`src/rtl/pc_gen_unit.sv`:
```
// pc_gen_unit: next-PC generator for the fetch stage.
// Holds the fetch PC, steps it sequentially on IFU acceptance, and redirects
// on trap entry / trap return / branch. A redirect seen while stalled is
// parked in a single-entry buffer and applied on the first unstalled cycle.
// Optional feature macro: PC_MISALIGN_CHECK_EN
//   defined   -> targets loaded as-is, misalign_o flags pc_o[1:0] != 0
//   undefined -> targets have bit0 cleared (JALR semantics), no misalign_o
module pc_gen_unit #(
  parameter int                   CPU_WIDTH = 32,
  parameter logic [CPU_WIDTH-1:0] RESET_PC  = CPU_WIDTH'(32'h8000_0000),
  parameter int                   PC_STEP   = 4
) (
  input  logic                 clk,
  input  logic                 rst_n,
  input  logic                 stall_i,
  input  logic                 ifu_ready_i,
  input  logic                 br_taken_i,
  input  logic [CPU_WIDTH-1:0] br_target_i,
  input  logic                 trap_i,
  input  logic [CPU_WIDTH-1:0] mtvec_i,
  input  logic                 mret_i,
  input  logic [CPU_WIDTH-1:0] mepc_i,
  output logic [CPU_WIDTH-1:0] pc_o,
  output logic                 pc_valid_o,
  output logic                 redirect_o
`ifdef PC_MISALIGN_CHECK_EN
  ,
  output logic                 misalign_o
`endif
);

  localparam logic [0:0] S_BOOT = 1'b0;
  localparam logic [0:0] S_RUN  = 1'b1;

  logic [0:0]           state;
  logic                 pend_v,   pend_v_nxt;
  logic [CPU_WIDTH-1:0] pend_pc,  pend_pc_nxt;
  logic [CPU_WIDTH-1:0] pc_nxt;
  logic                 redir_nxt;
  logic                 req;
  logic [CPU_WIDTH-1:0] sel_tgt, tgt;

  assign pc_valid_o = (state == S_RUN);
  assign req        = trap_i | mret_i | br_taken_i;

  // Priority select of the redirect target: trap > mret > branch
  always_comb begin
    sel_tgt = br_target_i;
    if (mret_i) sel_tgt = mepc_i;
    if (trap_i) sel_tgt = mtvec_i;
`ifdef PC_MISALIGN_CHECK_EN
    tgt = sel_tgt;
`else
    tgt = sel_tgt & ~CPU_WIDTH'(1);
`endif
  end

  // Next-PC / pending-buffer decision; a fresh redirect beats a buffered one
  always_comb begin
    pc_nxt      = pc_o;
    redir_nxt   = 1'b0;
    pend_v_nxt  = pend_v;
    pend_pc_nxt = pend_pc;
    if (req) begin
      if (stall_i) begin
        pend_v_nxt  = 1'b1;
        pend_pc_nxt = tgt;
      end else begin
        pc_nxt     = tgt;
        redir_nxt  = 1'b1;
        pend_v_nxt = 1'b0;
      end
    end else if (pend_v) begin
      if (!stall_i) begin
        pc_nxt     = pend_pc;
        redir_nxt  = 1'b1;
        pend_v_nxt = 1'b0;
      end
    end else if (state == S_RUN && ifu_ready_i && !stall_i) begin
      pc_nxt = pc_o + CPU_WIDTH'(PC_STEP);
    end
  end

  // BOOT lasts exactly one cycle after reset release
  always_ff @(posedge clk or negedge rst_n) begin
    if (!rst_n) state <= S_BOOT;
    else        state <= S_RUN;
  end

  // PC, redirect pulse and pending buffer registers
  always_ff @(posedge clk or negedge rst_n) begin
    if (!rst_n) begin
      pc_o       <= RESET_PC;
      redirect_o <= 1'b0;
      pend_v     <= 1'b0;
      pend_pc    <= '0;
    end else begin
      pc_o       <= pc_nxt;
      redirect_o <= redir_nxt;
      pend_v     <= pend_v_nxt;
      pend_pc    <= pend_pc_nxt;
    end
  end

`ifdef PC_MISALIGN_CHECK_EN
  // Misalign flag registered alongside pc_o so it always describes pc_o
  always_ff @(posedge clk or negedge rst_n) begin
    if (!rst_n) misalign_o <= (RESET_PC[1:0] != 2'b00);
    else        misalign_o <= (pc_nxt[1:0] != 2'b00);
  end
`endif

endmodule

```
`config.mk`:
```
export PLATFORM = sky130hd
export DESIGN_NAME = pc_gen_unit
export DESIGN_NICKNAME = d
export VERILOG_FILES = /design/src/rtl/pc_gen_unit.sv
export SDC_FILE = /design/constraint.sdc
export NUM_CORES = 1
export LEC_CHECK = 0
export BUFFER_PORTS_ARGS = -buffer_cell sky130_fd_sc_hd__buf_2
export CORE_UTILIZATION = 28
export DETAILED_ROUTE_END_ITERATION = 7
export GPL_TIMING_DRIVEN = 0
export SLEW_MARGIN = 30
export SYNTH_ARGS = -nofsm -noshare
export SYNTH_HDL_FRONTEND = slang
export SYNTH_SLANG_ARGS = --single-unit
export TNS_END_PERCENT = 10
```
`constraint.sdc`:
```
create_clock -name clk -period 4.8 [get_ports clk]
set_input_delay 0.96 -clock clk [delete_from_list [all_inputs] [get_ports clk]]
set_output_delay 0.96 -clock clk [all_outputs]
set_load 0.02 [all_outputs]
```
==> impl_metrics.yaml <==
floorplan:
  start_util: 0.290
  core_area_um2: 14600
  die_y_um: 125
  dieArea_um2: 15700
  num_rows: 44
  die_w_um: 125
  io_pins: 137
synthesis:
  ys_types: 61
  synth_area_leaders: "dfrtp_1 38%, mux2i_1 7.3%, o21ai_0 5.8%, mux2_2 5.3%, nand2_1 5.3%"
  yosysSeqAreaShare: 0.384
  synth.top_cell.area_share: 0.377
  synth_fp_nets: 578
  synth_ff_type: "dfrtp_1"
  avgSynthCellArea_um2: 8.95
  synthTopCellsByCount: "64 x dfrtp_1, 60 x nand2_1, 49 x o21ai_0"
  synth-seq-cells: 65
  synth_top_area_cell: "dfrtp_1"
  yosysWarnings: 0
  syn_inst: 474
  async_flop_share: 1.00
  synth_edf_count: 0
  syn-cell-area_um2: 4240
  synth_most_common_cell: "dfrtp_1"
timing:
  fin_ws_ns: 2.34
  fmax_mhz: 407
  rsz0062_at_grt: "no"
  setup_viol: 0
  period_needed_ns: 2.46
  hold_ws_ns: 0.485
  final_hold_viol_count: 0
  fin_tns_setup_ns: 0
  drv_slew: 0
  period_share: 0.512
  skew_ns: 0.00521
  relSlewSlack: 0.441
  tightest_slew_ns: 0.831
power_and_ir_drop:
  p_leak_uw: 0.00243
  p_per_area_nw_per_um2: 316
  irDropWorstVdd_v: 0.000120
  p_total_uw: 1710
clocking:
  root_buffer: "clkbuf_16"
  cts-buffers-inserted: 9
  clock_path_buffers: 2
  cts_setup_buffers: 0
  clk_pin_slew_worst_paths_ns: 0.05
  cts_tree: "done"
  clk_latency_ns: 0.34
  clock-sinks: 65
  h-tree-depth: 3
  ctsResizeCount: 0
  cts-hold-fix-buffers: 0
global_routing:
  grt_pass1_wl_um: 23000
  antenna_found_initial: 0
  grt_max_degree: 46
  grt-ovfl-total: 0
  grt_usage: 0.191
  first_global_vias: 4081
placed_design:
  pre_cts_slack_ns: 2.05
  place_inst: 790
  dp.final_hpwl_um: 11600
  gp_congestion: 0.879
  port_buffers: 131
setup_path:
  start_kind: "input pin"
  crit_arrival_ns: 2.71
  crit_required_ns: 5.05
  cp_max_fo: 10
  crit_type: "in2reg"
  reg2reg_depth: 6
  critPathCaptureType: "flop"
finish:
  fill_cells: 1509
  fin_cells: 805
  drive_gt1_frac: 0.304
  finalNetCount: 721
  area_growth_pct: 27.7
  diodes: 0
route:
  vias: 4337
  drtIter0Drc: 273
  viasPerCell: 5.39
  totalWireLength_um: 14700
  drc: 8
  ant_nets: 0
  wl_per_cell_um: 18.3
  firstDrtPassIters: 7
run_status:
  violations: "design-rule violations"
  outcome: "finished with violations"
worst_hold_path:
  min_path_type: "reg2reg"
  hold_depth: 2
job:
  cap_violations: 0
-- final timing paths --
| check | start | to | slack, ns |
|---|---|---|---|
| max in group asynchronous | rst_n | pc_o[31] | 3.71 |
| hold / removal | pend_pc[5] | pend_pc[5] | 0.49 |
| setup / recovery | mret_i | pc_o[16] | 2.34 |
| setup reg to reg | pc_o[2] | pc_o[20] | 2.63 |
| hold reg to reg | pend_pc[5] | pend_pc[5] | 0.49 |
| min in group asynchronous | rst_n | pend_pc[10] | 0.51 |
-- through the flow --
step | util | cell area (um2)
floorplan | - | 4240
global placement | 0.350 | 5130
detailed placement | 0.352 | 5160
CTS | 0.370 | 5420
global route | 0.370 | 5420
finish | 0.370 | 5420
-- report_power, final --
| group | internal, uW | leakage (uW) | total, uW | switching, uW |
|---|---|---|---|---|
| Combinational | 170 | 0.00152 | 417 | 247 |
| Sequential | 625 | 0.000783 | 706 | 81.4 |
| Clock | 361 | 0.000124 | 588 | 227 |
-- kinds of logic after synthesis --
| family | count (synthesis) | synth area share |
|---|---|---|
| AO/OA/AOI/OAI | 143 | 0.219 |
| XOR/XNOR | 15 | 0.0310 |
| adder cells (fa/ha/maj) | 1 | 0.00295 |
| buffers and inverters | 42 | 0.0463 |
| flip-flops | 65 | 0.384 |
| multiplexers | 51 | 0.126 |
| other | 2 | 0.00177 |
| AND/OR/NAND/NOR | 155 | 0.189 |
-- critical path, cell delays in order --
cell and delay (ns):
buf_2 0.14, nor3_4 0.42, nand2_1 0.20, nor2_1 0.60
a22oi_1 0.24, o211ai_1 0.15
-- final cells by class --
| type | instances | area [um2] | area share |
|---|---|---|---|
| Buffer | 30 | 151 | 0.0279 |
| Clock buffer | 15 | 258 | 0.0476 |
| Inverter | 12 | 45.0 | 0.00831 |
| Multi-Input combinational cell | 367 | 2420 | 0.447 |
| Sequential cell | 65 | 1630 | 0.300 |
| Tap cell | 184 | 230 | 0.0425 |
| Timing Repair Buffer | 132 | 686 | 0.127 |
-- registers in the layout, summed over array words and instances, names as in the netlist --
register	cells
pend_v	1
redirect_o	1
pc_valid_o	1
pc_o	31
pend_pc	31
-- cells in the final DEF (no fill, tap or decap), drive strengths merged, types with 5 or more instances in the layout --
master	n
mux2	20
nor4	5
inv	12
or3	5
xor2	7
a211oi	5
xnor2	8
a22oi	5
nor3	6
o221ai	6
nand3	18
a21o	6
dfrtp	64
o21ai	52
buf	147
mux2i	31
nand4	16
o211ai	13
a21oi	25
nand2	60
clkbuf	30
nor2	29
-- routing by layer --
| layer | vias up | track usage | share of wire | routed length, um |
|---|---|---|---|---|
| met4 | 0 | 0.0940 | 0.026 | 384 |
| li1 | 2045 | - | - | - |
| met1 | 2068 | 0.254 | 0.45 | 6580 |
| met5 | - | 0 | 0 | 0 |
| met2 | 200 | 0.301 | 0.47 | 6900 |
| met3 | 24 | 0.0304 | 0.060 | 885 |
Power figures use the tool's default switching activity.
